==> config.mk <==
export PLATFORM = sky130hd
export DESIGN_NAME = tick_gen_multi
export DESIGN_NICKNAME = d
export VERILOG_FILES = /design/src/rtl/tick_gen_pkg.sv /design/src/rtl/tick_gen_ch.sv /design/src/rtl/tick_gen_multi.sv
export SDC_FILE = /design/constraint.sdc
export NUM_CORES = 1
export LEC_CHECK = 0
export ABC_AREA = 1
export CELL_PAD_IN_SITES_DETAIL_PLACEMENT = 1
export CELL_PAD_IN_SITES_GLOBAL_PLACEMENT = 1
export CORE_MARGIN = 5
export CORE_UTILIZATION = 45
export DETAILED_ROUTE_END_ITERATION = 10
export PLACE_DENSITY_LB_ADDON = 0.2
export SLEW_MARGIN = 20
export SYNTH_ARGS = -nofsm -noshare
export SYNTH_HDL_FRONTEND = slang
export SYNTH_SLANG_ARGS = --single-unit
==> constraint.sdc <==
create_clock -name clk -period 2.65 [get_ports clk]
set_input_delay 0.53 -clock clk [delete_from_list [all_inputs] [get_ports clk]]
set_output_delay 0.53 -clock clk [all_outputs]
set_load 0.005 [all_outputs]
==> src/rtl/tick_gen_pkg.sv <==
// Shared defaults and types for the multi-channel tick / slow-clock generator.
package tick_gen_pkg;

    // Default counter width and reset divisor used by the top and the channels.
    localparam int CNT_W_DEF   = 20;
    localparam int DEF_DIV_DEF = 100_000;

    // Divisor / counter word at the default width.
    typedef logic [CNT_W_DEF-1:0] div_t;

    // Architectural state of one channel at the default width.
    typedef struct packed {
        div_t cnt;
        div_t div_act;
        div_t div_pend;
        logic pend_vld;
    } ch_state_t;

    // True when a programmed divisor value disables a channel.
    function automatic logic div_is_off(input div_t div);
        return (div == '0);
    endfunction

endpackage

==> src/rtl/tick_gen_ch.sv <==
// One divider channel: free-running counter, active and shadow divisor,
// registered 1-cycle tick strobe and 50%-duty square wave.
module tick_gen_ch
    import tick_gen_pkg::*;
#(
    parameter int CNT_W   = CNT_W_DEF,
    parameter int DEF_DIV = DEF_DIV_DEF
) (
    input  logic             clk,
    input  logic             rst,
    input  logic             en,
    input  logic             sync,
    input  logic             wr,
    input  logic [CNT_W-1:0] wr_div,
    output logic             tick,
    output logic             sq
);

    logic [CNT_W-1:0] cnt;
    logic [CNT_W-1:0] cnt_nxt;
    logic [CNT_W-1:0] div_act;
    logic [CNT_W-1:0] div_act_nxt;
    logic [CNT_W-1:0] div_pend;
    logic [CNT_W-1:0] div_pend_nxt;
    logic             pend_vld;
    logic             pend_vld_nxt;
    logic             tick_nxt;
    logic             sq_nxt;

    logic             div_off;
    logic             running;
    logic             terminal;

    // A channel counts only while globally enabled with a non-zero divisor;
    // the terminal count is the last cycle of the current period.
    assign div_off  = (div_act == '0);
    assign running  = en && !div_off;
    assign terminal = running && (cnt == div_act - CNT_W'(1));

    // Next-state selection: sync beats terminal/write, which beat hold.
    always_comb begin
        cnt_nxt      = cnt;
        div_act_nxt  = div_act;
        div_pend_nxt = div_pend;
        pend_vld_nxt = pend_vld;
        tick_nxt     = 1'b0;
        sq_nxt       = sq;

        if (sync) begin
            // Restart in phase; a same-cycle write wins over an older pending value.
            cnt_nxt      = '0;
            sq_nxt       = 1'b0;
            pend_vld_nxt = 1'b0;
            if (wr) begin
                div_act_nxt = wr_div;
            end else if (pend_vld) begin
                div_act_nxt = div_pend;
            end
        end else if (terminal) begin
            // End of period: the tick belongs to the old divisor, then the
            // shadow divisor (if any) takes over for the next period.
            cnt_nxt  = '0;
            tick_nxt = 1'b1;
            sq_nxt   = ~sq;
            if (pend_vld) begin
                div_act_nxt  = div_pend;
                pend_vld_nxt = 1'b0;
                if (div_pend == '0) begin
                    sq_nxt = 1'b0;
                end
            end
            // A write landing on the terminal is deferred to the next terminal.
            if (wr) begin
                div_pend_nxt = wr_div;
                pend_vld_nxt = 1'b1;
            end
        end else if (running) begin
            // Mid-period: keep counting; writes are shadowed until the terminal.
            cnt_nxt = cnt + CNT_W'(1);
            if (wr) begin
                div_pend_nxt = wr_div;
                pend_vld_nxt = 1'b1;
            end
        end else begin
            // Frozen or disabled: writes apply at once and restart the count.
            if (wr) begin
                div_act_nxt  = wr_div;
                cnt_nxt      = '0;
                pend_vld_nxt = 1'b0;
                if (wr_div == '0) begin
                    sq_nxt = 1'b0;
                end
            end else if (div_off) begin
                cnt_nxt = '0;
                sq_nxt  = 1'b0;
            end
        end
    end

    // Channel state register with synchronous reset to the default divisor.
    always_ff @(posedge clk) begin
        if (rst) begin
            cnt      <= '0;
            div_act  <= CNT_W'(DEF_DIV);
            div_pend <= '0;
            pend_vld <= 1'b0;
            tick     <= 1'b0;
            sq       <= 1'b0;
        end else begin
            cnt      <= cnt_nxt;
            div_act  <= div_act_nxt;
            div_pend <= div_pend_nxt;
            pend_vld <= pend_vld_nxt;
            tick     <= tick_nxt;
            sq       <= sq_nxt;
        end
    end

endmodule

==> src/rtl/tick_gen_multi.sv <==
// Multi-channel clock-enable / slow-clock generator: decodes the divisor
// write port and replicates one divider channel per output.
module tick_gen_multi
    import tick_gen_pkg::*;
#(
    parameter int NUM_CH  = 4,
    parameter int CNT_W   = CNT_W_DEF,
    parameter int DEF_DIV = DEF_DIV_DEF
) (
    input  logic                    clk,
    input  logic                    rst,
    input  logic                    en,
    input  logic                    sync,
    input  logic                    wr_en,
    input  logic [$clog2(NUM_CH):0] wr_ch,
    input  logic [CNT_W-1:0]        wr_div,
    output logic [NUM_CH-1:0]       tick,
    output logic [NUM_CH-1:0]       sq
);

    localparam int CH_W = $clog2(NUM_CH) + 1;

    // One channel per output; the extra index bit keeps out-of-range
    // channel numbers from aliasing onto a real channel.
    for (genvar i = 0; i < NUM_CH; i++) begin : g_ch
        logic wr_sel;

        assign wr_sel = wr_en && (wr_ch == CH_W'(i));

        tick_gen_ch #(
            .CNT_W   (CNT_W),
            .DEF_DIV (DEF_DIV)
        ) u_ch (
            .clk    (clk),
            .rst    (rst),
            .en     (en),
            .sync   (sync),
            .wr     (wr_sel),
            .wr_div (wr_div),
            .tick   (tick[i]),
            .sq     (sq[i])
        );
    end

endmodule
==> metrics.md, run 1 <==
| Metric | Value |
|---|---|
| Final Skew | 0.02482 ns |
| FMAX | 0.3945 GHz |
| Crit path time final | 2.535 ns |
| Drt drc | 0 |
| DP HPWL | 52110 um |
| I/O pin count | 36 |
| Share of layout cells above drive strength 1 | 0.1015 |
| Met3 wire length | 4085 um |
| Initial antenna violation count | 0 |
| # fillers | 5479 |
| Post-synth net total | 3039 |
| Die height | 210.2 um |
| EDFF count, synth | 0 |
| Synth unique cells | 47 |
| Area of the multi-input gates | 0.01097 sq mm |
| Hold Slack | 0.4594 ns |
| Max Slew Vio Count | 0 |
| CP Class | flip-flop to flip-flop |
| Sw frac | 0.3112 |
| Mapped Avg Cell Area | 6.014 sq um |
| Sequential share of power | 0.381 |
| Max VDD drop | 410.9 uV |
| Register area | 0.005050 sq mm |
| M1 WL | 31610 um |
| Skew-Pair Late Insertion Delay | 0.56 ns |
| Area Growth Syn to Fin | 17.37% |
| Highest metal used | met4 |
| Pleak | 9.135 nW |
| DRT Pass-1 Iters | 5 |
| I/O Buffers | 35 |
| CP arrival | 2.97 ns |
| Relative slew slack | 0.4883 |
| CP max FO | 12 |
| Routed Antenna Nets | 0 |
| CTS root buf | clkbuf_16 |
| Largest net degree at the start of global routing | 42 |
| Final setup margin | 0.1148 ns |
| Die Width | 210.2 um |
| Num CTS Buffers | 34 |
| Most frequent cells in the layout | nand2_1 (715), inv_1 (355), nor2_1 (345) |
| Final-report setup violation count | 0 |
| WL met2 | 33980 um |
| Reg2Reg Setup Slack | 0.11 ns |
| Maxcap violations | 0 |
| HP Class | flip-flop to flip-flop |
| Layout net count | 3112 |
| Final period util | 0.9567 |
| Routed len/inst | 20.27 um |
| CP Capture Type | flip-flop |
| Most common cell after layout, fill and taps aside | nand2_1 |
| Clock tree sinks | 252 |
| CTS H-tree depth | 2 |
| Status | finished, final reports clean |
| Pre-CTS WS | -0.2054 ns |
| Comb pwr share | 0.179 |
| Placement Rows | 73 |
| Syn Std Cell Area | 0.01803 sq mm |
| Core Area | 0.03973 sq mm |
| Number of diodes | 0 |
| Die footprint | 0.04418 sq mm |
| Register area share after synthesis | 0.2797 |
| Global-route wire length before repair | 114400 um |
| Power per Cell Area | 509.5 mW/mm^2 |
| Worst-path clk slew | 0.06 ns |
| Final wirelength | 73360 um |
| Final Hold Vio Count | 0 |
| FF+latch count, synth | 252 |
| Top FF cell, synth | dfxtp_1 |
| NetSw | 3.356 mW |
| Final core occ | 0.5328 |
| Vias in the first global route | 21370 |
| Max Buffers Root-to-Sink | 3 |
| Synth async-reset ratio | 0 |
| Clock power share | 0.441 |
| Gate count of the mapped netlist | 2999 |
| CTS tree | done |
| Routed vias/inst | 5.757 |
| Required time of the critical path | 3.08 ns |
| GRT overflow | 0 |
| Crit path launch type | flip-flop |
| Routed vias | 20840 |
| Final GP Congestion | 0.9261 |
| Yosys Warn Count | 0 |
| Detailed Route Iter0 Violations | 1545 |
| Int Pwr | 7.429 mW |
| Worst slew pin tran | 0.7617 ns |
| Post-CTS Hold Fix Bufs | 0 |
| Initial Utilization | 0.4539 |
| All-Layer GR Usage | 0.3169 |
==> what timing repair did <==
action | in CTS | in global routing
endpoints found under the setup margin | 23 | 156
pin swaps | 0 | 10
setup buffers | 0 | 5
cloned | 0 | 3
gates resized for setup | 1 | 55
==> worst max-delay path: stages (launching register included) <==
cell and delay [ns]:
dfxtp_2 0.34, inv_2 0.12, ha_4 0.17, nand2_4 0.08, nor2_4 0.16, nand2_2 0.08
o21bai_1 0.20, nand2_1 0.08, nor2_1 0.09, nand2_1 0.09, nor2_4 0.22, nand3_4 0.14
buf_8 0.17, nand2_1 0.08, inv_2 0.06, o211ai_4 0.11, clkbuf_16 0.20, nor2_1 0.04
==> cells in the mapped netlist, types with 3 or more instances <==
library cell  count  area share
nand2_1         719        0.15
nand2_2           7      0.0024
nor2_2           22      0.0076
ha_1             12      0.0083
nand3_2           8      0.0044
dfxtp_1         252        0.28
buf_2            32      0.0089
nand4_1         132       0.046
inv_1           359       0.075
clkbuf_1        104       0.022
xor2_1           72       0.035
buf_4            10      0.0042
o22ai_1           3      0.0010
nand3_1         178       0.049
a22oi_1           4      0.0017
buf_6            12      0.0075
nand3b_1         20      0.0083
a21oi_1         216       0.060
nor4_1           24      0.0083
nor3_1           42       0.012
xnor2_1          47       0.023
a31oi_1           3      0.0010
nor2_4           12      0.0075
a211oi_1         21      0.0087
nor2_1          352       0.073
o21ai_0         282       0.078
inv_2            10      0.0021
o21ai_1          11      0.0031
and2_1            3      0.0010
buf_1             7      0.0015
==> power by group through the flow <==
stage	sequential [mW]	combinational (mW)	clock (mW)
3_3_place_gp	4.17	1.72	0
5_1_grt	4.12	2.11	5.00
4_1_cts	4.10	1.83	4.82
2_1_floorplan	4.10	1.16	0
3_5_place_dp	4.18	1.81	0
6_report	4.11	1.93	4.75
==> cells by family after synthesis <==
kind of cell,after synthesis,share of synthesized area
adder cells (fa/ha/maj),12,0.008325
XOR/XNOR,119,0.05779
flip-flops,252,0.2797
buffers and inverters,537,0.1211
AND/OR/NAND/NOR,1527,0.3733
AO/OA/AOI/OAI,552,0.1597
==> routing by layer <==
layer	GRT usage	up-vias
met5	0	-
met4	0.1523	0
met3	0.04316	220
met2	0.5244	604
met1	0.4088	10140
li1	-	9875
==> per-stage QoR <==
step	TNS, ns	instance area, sq um	total power [mW]	instances
5_1_grt	-0.7281	21170	11.22	3620
6_report	0	21170	10.79	3620
3_3_place_gp	-1.304	19710	5.894	3553
2_1_floorplan	0	18030	5.262	2999
4_1_cts	0	20840	10.75	3612
3_5_place_dp	-3.198	19710	5.989	3553
==> flip-flops by register name, indices dropped and copies added, names as in the netlist <==
register,count
g_ch.u_ch.pend_vld,4
g_ch.u_ch.div_pend,80
g_ch.u_ch.cnt,80
g_ch.u_ch.div_act,80
g_ch.u_ch.tick,4
g_ch.u_ch.sq,4
==> worst paths after layout <==
path,startpoint,to,cells past startpoint
setup / recovery,g_ch[2].u_ch.div_act[0]$_SDFFE_PP0P_,g_ch[2].u_ch.cnt[11]$_SDFFE_PP0P_,17
hold reg to reg,g_ch[1].u_ch.div_pend[19]$_SDFFE_PP0P_,g_ch[1].u_ch.div_pend[19]$_SDFFE_PP0P_,2
setup reg to reg,g_ch[2].u_ch.div_act[0]$_SDFFE_PP0P_,g_ch[2].u_ch.cnt[11]$_SDFFE_PP0P_,17
hold / removal,g_ch[1].u_ch.div_pend[19]$_SDFFE_PP0P_,g_ch[1].u_ch.div_pend[19]$_SDFFE_PP0P_,2
==> final cells by class <==
class	instances	share of cell area
Timing Repair Buffer	203	0.09304
Inverter	371	0.06602
Multi-Input combinational cell	2210	0.5183
Tap cell	525	0.03103
Clock inverter	5	0.002660
Clock buffer	54	0.05042
Sequential cell	252	0.2386
No activity file was read; power rests on OpenSTA's default activity.
==> run 2: changes to the inputs <==
--- a/config.mk
+++ b/config.mk
@@ -11,6 +11,8 @@
 export CORE_MARGIN = 5
 export CORE_UTILIZATION = 45
 export DETAILED_ROUTE_END_ITERATION = 10
+export DONT_BUFFER_PORTS = 1
+export GPL_TIMING_DRIVEN = 0
 export PLACE_DENSITY_LB_ADDON = 0.2
 export SLEW_MARGIN = 20
 export SYNTH_ARGS = -nofsm -noshare
==> metrics.md, run 2 (synthesized netlist as in run 1, its figures left out) <==
| Metric | Value |
|---|---|
| Hold Path Cell Cnt | 2 (unchanged) |
| CP most frequent cell | nand2_1 (unchanged) |
| Routed vias | 21130 (was 20840) |
| Skew-Pair Late Insertion Delay | 0.58 ns (was 0.56 ns) |
| Area of the multi-input gates | 0.01120 sq mm (was 0.01097 sq mm) |
| Largest registers | g_ch.u_ch.cnt (80), g_ch.u_ch.div_act (80), g_ch.u_ch.div_pend (80) (unchanged) |
| Cells after DPL | 3525 (was 3553) |
| Critical R2R Capture | g_ch[2].u_ch.div_act[18]$_SDFFE_PP0P_ (was g_ch[2].u_ch.cnt[11]$_SDFFE_PP0P_) |
| DP HPWL | 57900 um (was 52110 um) |
| Maxcap violations | 0 (unchanged) |
| Final GP Congestion | 0.9637 (was 0.9261) |
| Register area | 0.005064 sq mm (was 0.005050 sq mm) |
| Initial Utilization | 0.4539 (unchanged) |
| Initial antenna violation count | 4 (was 0) |
| CP Capture Type | flip-flop (unchanged) |
| Max VDD drop | 452.4 uV (was 410.9 uV) |
| Final wirelength | 79230 um (was 73360 um) |
| Worst R2R Path Depth | 16 (was 17) |
| All-Layer GR Usage | 0.3456 (was 0.3169) |
| Routed len/inst | 21.95 um (was 20.27 um) |
| GRT overflow | 0 (unchanged) |
| Most frequent cells in the layout | nand2_1 (708), inv_1 (352), nor2_1 (331) (was nand2_1 (715), inv_1 (355), nor2_1 (345)) |
| Final period util | 0.9777 (was 0.9567) |
| Final-report setup violation count | 0 (unchanged) |
| Share of layout cells above drive strength 1 | 0.09604 (was 0.1015) |
| Num CTS Buffers | 34 (unchanged) |
| Cell breakdown of the critical path | nor2_1, nand2_1, nor2_4, buf_4, nand3_1, inv_1, nand3b_1, nand2_1, nand2_1, nor2_4, nand3_4, nand3_4, buf_8, nand2_1, nor2_2, nor2_1 (was inv_2, ha_4, nand2_4, nor2_4, nand2_2, o21bai_1, nand2_1, nor2_1, nand2_1, nor2_4, nand3_4, buf_8, nand2_1, inv_2, o211ai_4, clkbuf_16, nor2_1) |
| CP arrival | 3.06 ns (was 2.97 ns) |
| Final Hold Vio Count | 0 (unchanged) |
| Post-DP Area | 0.01871 sq mm (was 0.01971 sq mm) |
| Power per Cell Area | 511.4 mW/mm^2 (was 509.5 mW/mm^2) |
| Required time of the critical path | 3.12 ns (was 3.08 ns) |
| Worst slew pin tran | 1.156 ns (was 0.7617 ns) |
| Layout net count | 3097 (was 3112) |
| I/O Buffers | 0 (was 35) |
| Final Skew | 0.03214 ns (was 0.02482 ns) |
| Routed vias/inst | 5.855 (was 5.757) |
| Pre-CTS WS | -0.5966 ns (was -0.2054 ns) |
| Hold_sp | wr_div[7] (was g_ch[1].u_ch.div_pend[19]$_SDFFE_PP0P_) |
| Final setup margin | 0.05905 ns (was 0.1148 ns) |
| Reg2Reg Setup Slack | 0.06 ns (was 0.11 ns) |
| Largest net degree at the start of global routing | 12 (was 42) |
| CP peak stage delay | 0.38 ns (was 0.34 ns) |
| Drt drc | 0 (unchanged) |
| Worst reg2reg startpoint | g_ch[2].u_ch.div_act[6]$_SDFFE_PP0P_ (was g_ch[2].u_ch.div_act[0]$_SDFFE_PP0P_) |
| Die height | 210.2 um (unchanged) |
| FMAX | 0.3860 GHz (was 0.3945 GHz) |
| Global-route wire length before repair | 121800 um (was 114400 um) |
| CP Class | flip-flop to flip-flop (unchanged) |
| Routed Antenna Nets | 0 (unchanged) |
| Die footprint | 0.04418 sq mm (unchanged) |
| Clock tree sinks | 252 (unchanged) |
| Vias in the first global route | 21720 (was 21370) |
| Area Growth Syn to Fin | 14.08% (was 17.37%) |
| Final core occ | 0.5178 (was 0.5328) |
| Post-route cell area | 0.02057 sq mm (was 0.02117 sq mm) |
| Most common cell after layout, fill and taps aside | nand2_1 (unchanged) |
| Max Slew Vio Count | 0 (unchanged) |
| Placement Rows | 73 (unchanged) |
| I/O pin count | 36 (unchanged) |
| Relative slew slack | 0.2291 (was 0.4883) |
| Slowest stage cell, crit path | dfxtp_1 (was dfxtp_2) |
| DRT Pass-1 Iters | 5 (unchanged) |
| HP Class | input pin to flip-flop (was flip-flop to flip-flop) |
| Detailed Route Iter0 Violations | 1817 (was 1545) |
| # fillers | 5545 (was 5479) |
| CTS H-tree depth | 2 (unchanged) |
| CTS tree | done (unchanged) |
| CTS root buf | clkbuf_16 (unchanged) |
| Core Area | 0.03973 sq mm (unchanged) |
| Crit path launch type | flip-flop (unchanged) |
| Worst-path clk slew | 0.06 ns (about the same) |
| Max Buffers Root-to-Sink | 3 (unchanged) |
| Hold path endpoint | g_ch[3].u_ch.div_pend[7]$_SDFFE_PP0P_ (was g_ch[1].u_ch.div_pend[19]$_SDFFE_PP0P_) |
| RSZ-0062 raised after global routing | yes |
| Crit path time final | 2.591 ns (was 2.535 ns) |
| Total power | 10.52 mW (was 10.79 mW) |
| Non-filler instance count after layout | 3609 (was 3620) |
| Pleak | 8.712 nW (was 9.135 nW) |
| Die Width | 210.2 um (unchanged) |
| CP max FO | 6 (was 12) |
| Status | finished, final reports clean (unchanged) |
## run 2: timing repair
| item | 4_1_cts | 5_1_grt |
|---|---|---|
| setup endpoints to repair | 154 | 206 |
| hold buffers | 0 | 0 |
| endpoints found under the hold margin | 0 | 0 |
| buffers inserted | 1 | 17 |
| cloned | 0 | 3 |
| pin swaps | 3 | 35 |
| resized for setup | 45 | 142 |
## run 2: how the worst max path moves through the flow
stage	slack, ns	endpoint	cells after the start	startpoint
after floorplan	0.50	g_ch[0].u_ch.div_act[11]$_SDFFE_PP0P_	14	g_ch[0].u_ch.div_act[0]$_SDFFE_PP0P_
after global placement	-0.72	g_ch[2].u_ch.sq$_SDFFE_PP0P_	6	sync
after detailed placement	-0.60	g_ch[0].u_ch.div_act[2]$_SDFFE_PP0P_	7	sync
after CTS	0.0004	g_ch[1].u_ch.cnt[13]$_SDFFE_PP0P_	15	g_ch[1].u_ch.div_act[0]$_SDFFE_PP0P_
after global routing	-0.08	g_ch[2].u_ch.div_act[11]$_SDFFE_PP0P_	16	g_ch[2].u_ch.div_act[6]$_SDFFE_PP0P_
final	0.06	g_ch[2].u_ch.div_act[18]$_SDFFE_PP0P_	16	g_ch[2].u_ch.div_act[6]$_SDFFE_PP0P_
## run 2: worst max-delay path, delay by kind of cell (launching register included)
kind | cells | cell delay (ns)
flip-flops | 1 | 0.38
AND/OR/NAND/NOR | 13 | 1.71
buffers and inverters | 3 | 0.38
## run 2: cell type report
cell class	instances	share of cell area
antenna	2	0.0002433
buffer	166	0.04494
clock buffer	51	0.04938
clock inverter	10	0.003710
inverter	371	0.06836
multi-input combinational	2210	0.5444
sequential	252	0.2461
tap	525	0.03193
timing repair buffer	22	0.01089
## run 2: per-stage QoR
| stage | hold WS (ns) | TNS [ns] |
|---|---|---|
| after floorplan | 0.4294 | 0 |
| after global placement | 0.4414 | -48.79 |
| after detailed placement | 0.4548 | -60.10 |
| after CTS | 0.1321 | 0 |
| after global routing | 0.1566 | -1.646 |
| final | 0.1526 | 0 |
## run 2: per-layer routing
layer	GRT usage	vias to the layer above	share of wire
li1	-	9876	-
met1	0.4357	10190	0.41
met2	0.5668	832	0.46
met3	0.06876	235	0.080
met4	0.1688	0	0.051
met5	0	-	0
## run 2: report_power, final
part	internal, mW	switching [mW]	total (mW)	leakage (nW)
combinational	0.564	1.25	1.82	6.11
sequential	3.91	0.216	4.13	2.05
clock	2.66	1.92	4.58	0.544
total	7.14	3.38	10.5	8.71
==> run 3: changes to the inputs <==
--- a/config.mk
+++ b/config.mk
@@ -13,8 +13,8 @@
 export DETAILED_ROUTE_END_ITERATION = 10
 export DONT_BUFFER_PORTS = 1
 export GPL_TIMING_DRIVEN = 0
-export PLACE_DENSITY_LB_ADDON = 0.2
-export SLEW_MARGIN = 20
+export PLACE_DENSITY_LB_ADDON = 0.15
+export SLEW_MARGIN = 30
 export SYNTH_ARGS = -nofsm -noshare
 export SYNTH_HDL_FRONTEND = slang
 export SYNTH_SLANG_ARGS = --single-unit
==> metrics.md, run 3 (synthesized netlist as in run 1, its figures left out) <==
| Metric | Value |
|---|---|
| Final wirelength | 80000 um (was 79230 um) |
| # fillers | 5449 (was 5545) |
| Clock tree sinks | 252 (unchanged) |
| Routed vias | 21310 (was 21130) |
| Worst reg2reg startpoint | g_ch[2].u_ch.div_act[1]$_SDFFE_PP0P_ (was g_ch[2].u_ch.div_act[6]$_SDFFE_PP0P_) |
| Largest registers | g_ch.u_ch.cnt (80), g_ch.u_ch.div_act (80), g_ch.u_ch.div_pend (80) (unchanged) |
| Max Buffers Root-to-Sink | 3 (unchanged) |
| FMAX | 0.3778 GHz (was 0.3860 GHz) |
| Initial antenna violation count | 2 (was 4) |
| Die height | 210.2 um (unchanged) |
| Largest net degree at the start of global routing | 15 (was 12) |
| Detailed Route Iter0 Violations | 1732 (was 1817) |
| CP Class | flip-flop to flip-flop (unchanged) |
| Int Pwr | 7.247 mW (was 7.137 mW) |
| Number of diodes | 0 (was 2) |
| All-Layer GR Usage | 0.3386 (was 0.3456) |
| Sequential share of power | 0.389 (was 0.392) |
| Die Width | 210.2 um (unchanged) |
| Crit. Startpoint | g_ch[2].u_ch.div_act[1]$_SDFFE_PP0P_ (was g_ch[2].u_ch.div_act[6]$_SDFFE_PP0P_) |
| Die footprint | 0.04418 sq mm (unchanged) |
| Status | finished, final reports clean (unchanged) |
| Register area | 0.005061 sq mm (was 0.005064 sq mm) |
| Max VDD drop | 515.7 uV (was 452.4 uV) |
| CP Capture Type | flip-flop (unchanged) |
| Slowest stage cell, crit path | dfxtp_4 (was dfxtp_1) |
| CTS H-tree depth | 1 (was 2) |
| Final Hold Vio Count | 0 (unchanged) |
| Crit path launch type | flip-flop (unchanged) |
| Drt drc | 0 (unchanged) |
| RSZ-0062 raised after global routing | yes (unchanged) |
| Share of layout cells above drive strength 1 | 0.1151 (was 0.09604) |
| Vias in the first global route | 21230 (was 21720) |
| DRT Pass-1 Iters | 6 (was 5) |
| Maxcap violations | 0 (unchanged) |
| Hold_sp | wr_div[11] (was wr_div[7]) |
| Comb pwr share | 0.177 (was 0.173) |
| Cell breakdown of the critical path | inv_4, ha_4, inv_2, nand2_2, nand2_2, nor2_2, nand2_1, nor2_1, nand2_1, nor2_2, nand2_2, nor2_4, nand3_4, nand3_4, clkbuf_16, nand2_2, nor2_1, nor2_1 (was nor2_1, nand2_1, nor2_4, buf_4, nand3_1, inv_1, nand3b_1, nand2_1, nand2_1, nor2_4, nand3_4, nand3_4, buf_8, nand2_1, nor2_2, nor2_1) |
| Clock power share | 0.434 (was 0.435) |
| Global-route wire length before repair | 119400 um (was 121800 um) |
| CP arrival | 3.13 ns (was 3.06 ns) |
| Final GP Congestion | 0.9671 (was 0.9637) |
| Crit path time final | 2.647 ns (was 2.591 ns) |
| Sw frac | 0.3151 (was 0.3216) |
| Critical R2R Capture | g_ch[2].u_ch.div_act[6]$_SDFFE_PP0P_ (was g_ch[2].u_ch.div_act[18]$_SDFFE_PP0P_) |
| Top Family by Delay on Critical Path | simple AND/OR/NAND/NOR gates (unchanged) |
| Cells after DPL | 3524 (was 3525) |
| Hold Slack | 0.1172 ns (was 0.1526 ns) |
| CP Buf/Inv Count | 3 (unchanged) |
| Post-CTS Hold Fix Bufs | 0 (unchanged) |
| CTS tree | done (unchanged) |
| Initial Utilization | 0.4539 (unchanged) |
| Power per Cell Area | 504.7 mW/mm^2 (was 511.4 mW/mm^2) |
| Final-report setup violation count | 0 (unchanged) |
| Non-filler instance count after layout | 3617 (was 3609) |
| Layout net count | 3110 (was 3097) |
| CP peak stage delay | 0.38 ns (about the same) |
| Core Area | 0.03973 sq mm (unchanged) |
| Most common cell after layout, fill and taps aside | nand2_1 (unchanged) |
| Placement Rows | 73 (unchanged) |
| I/O Buffers | 0 (unchanged) |
| Hold Path Cell Cnt | 2 (unchanged) |
| Reg2Reg Setup Slack | 0.003 ns (was 0.06 ns) |
| Relative slew slack | 0.2134 (was 0.2291) |
| Most frequent cells in the layout | nand2_1 (683), inv_1 (349), nor2_1 (324) (was nand2_1 (708), inv_1 (352), nor2_1 (331)) |
| I/O pin count | 36 (unchanged) |
| Final core occ | 0.5277 (was 0.5178) |
| Worst-path clk slew | 0.06 ns (about the same) |
| Skew-Pair Late Insertion Delay | 0.60 ns (was 0.58 ns) |
| Area Growth Syn to Fin | 16.25% (was 14.08%) |
| Routed vias/inst | 5.892 (was 5.855) |
| Routed len/inst | 22.12 um (was 21.95 um) |
| Total power | 10.58 mW (was 10.52 mW) |
| HP Class | input pin to flip-flop (unchanged) |
| Num CTS Buffers | 31 (was 34) |
| Critical path depth | 18 (was 16) |
| Routed Antenna Nets | 0 (unchanged) |
| CP most frequent cell | nand2_2 (was nand2_1) |
| NetSw | 3.335 mW (was 3.384 mW) |
| Pleak | 8.860 nW (was 8.712 nW) |
| Area of the multi-input gates | 0.01137 sq mm (was 0.01120 sq mm) |
| Max Slew Vio Count | 0 (unchanged) |
| Final Skew | 0.01715 ns (was 0.03214 ns) |
| Required time of the critical path | 3.13 ns (was 3.12 ns) |
| Worst R2R Path Depth | 18 (was 16) |
| GRT overflow | 0 (unchanged) |
| DP HPWL | 58290 um (was 57900 um) |
| CTS root buf | clkbuf_16 (unchanged) |
| Hold path endpoint | g_ch[3].u_ch.div_pend[11]$_SDFFE_PP0P_ (was g_ch[3].u_ch.div_pend[7]$_SDFFE_PP0P_) |
| Worst slew pin tran | 1.180 ns (was 1.156 ns) |
| CP max FO | 8 (was 6) |
| Final period util | 0.9988 (was 0.9777) |
-- run 3: cell types whose count changed in the layout (fill, tap and decap cells not counted), sizes merged --
cell / before / now
clkinvlp: 1 / 3
buf: 80 / 90
clkinv: 11 / 5
bufinv: 0 / 3
inv: 369 / 370
diode: 2 / 0
-- run 3: power by group through the flow --
stage               logic [mW]  clock network [mW]  registers (mW)
floorplan                 1.16                   0            4.10
global placement          1.57                   0            4.18
detailed placement        1.64                   0            4.19
CTS                       1.67                4.64            4.11
global route              2.03                4.78            4.13
finish                    1.87                4.59            4.12
-- run 3: area by class of cell --
cell class | instances | share of cell area
well taps | 525 | 0.03133
flip-flops and latches | 252 | 0.2414
clock buffers | 45 | 0.04524
multi-input cells | 2210 | 0.5424
inverters | 371 | 0.06708
repair buffers | 39 | 0.02125
clock inverters | 10 | 0.006565
plain buffers | 165 | 0.04476
-- run 3: per-stage QoR --
step	setup TNS (ns)	cell area, sq um	worst slack, ns
2_1_floorplan	0	18030	0.5010
3_3_place_gp	-44.86	18690	-0.5392
3_5_place_dp	-52.17	18700	-0.7117
4_1_cts	0	19910	0.0005367
5_1_grt	-3.173	20970	-0.1572
6_report	0	20970	0.003197
-- run 3: worst register-to-register path, stage by stage (launching register included) --
cell	delay [ns]
dfxtp_4	0.38
inv_4	0.05
ha_4	0.26
inv_2	0.04
nand2_2	0.06
nand2_2	0.05
nor2_2	0.14
nand2_1	0.09
nor2_1	0.13
nand2_1	0.08
nor2_2	0.11
nand2_2	0.07
nor2_4	0.19
nand3_4	0.17
nand3_4	0.25
clkbuf_16	0.22
nand2_2	0.06
nor2_1	0.14
nor2_1	0.06
-- run 3: worst max path at each step --
stage / endpoint / slack (ns)
detailed placement: g_ch[3].u_ch.cnt[4]$_SDFFE_PP0P_ / -0.71
CTS: g_ch[1].u_ch.div_act[0]$_SDFFE_PP0P_ / 0.0005
global route: g_ch[2].u_ch.div_act[6]$_SDFFE_PP0P_ / -0.16
finish: g_ch[2].u_ch.div_act[6]$_SDFFE_PP0P_ / 0.003
floorplan: g_ch[0].u_ch.div_act[11]$_SDFFE_PP0P_ / 0.50
global placement: g_ch[3].u_ch.cnt[9]$_SDFFE_PP0P_ / -0.54
-- run 3: timing repair --
action | 4_1_cts | 5_1_grt
pin swaps | 1 | 69
resized for setup | 37 | 213
setup endpoints to repair | 151 | 234
setup buffers | 1 | 29
hold endpoints to repair | 0 | 0
gates cloned | 0 | 9
-- run 3: per-layer routing --
metal,GRT usage,wire length (um)
met5,0,7
met4,0.1539,3821
met3,0.06325,6107
met2,0.5552,37010
met1,0.4342,33050
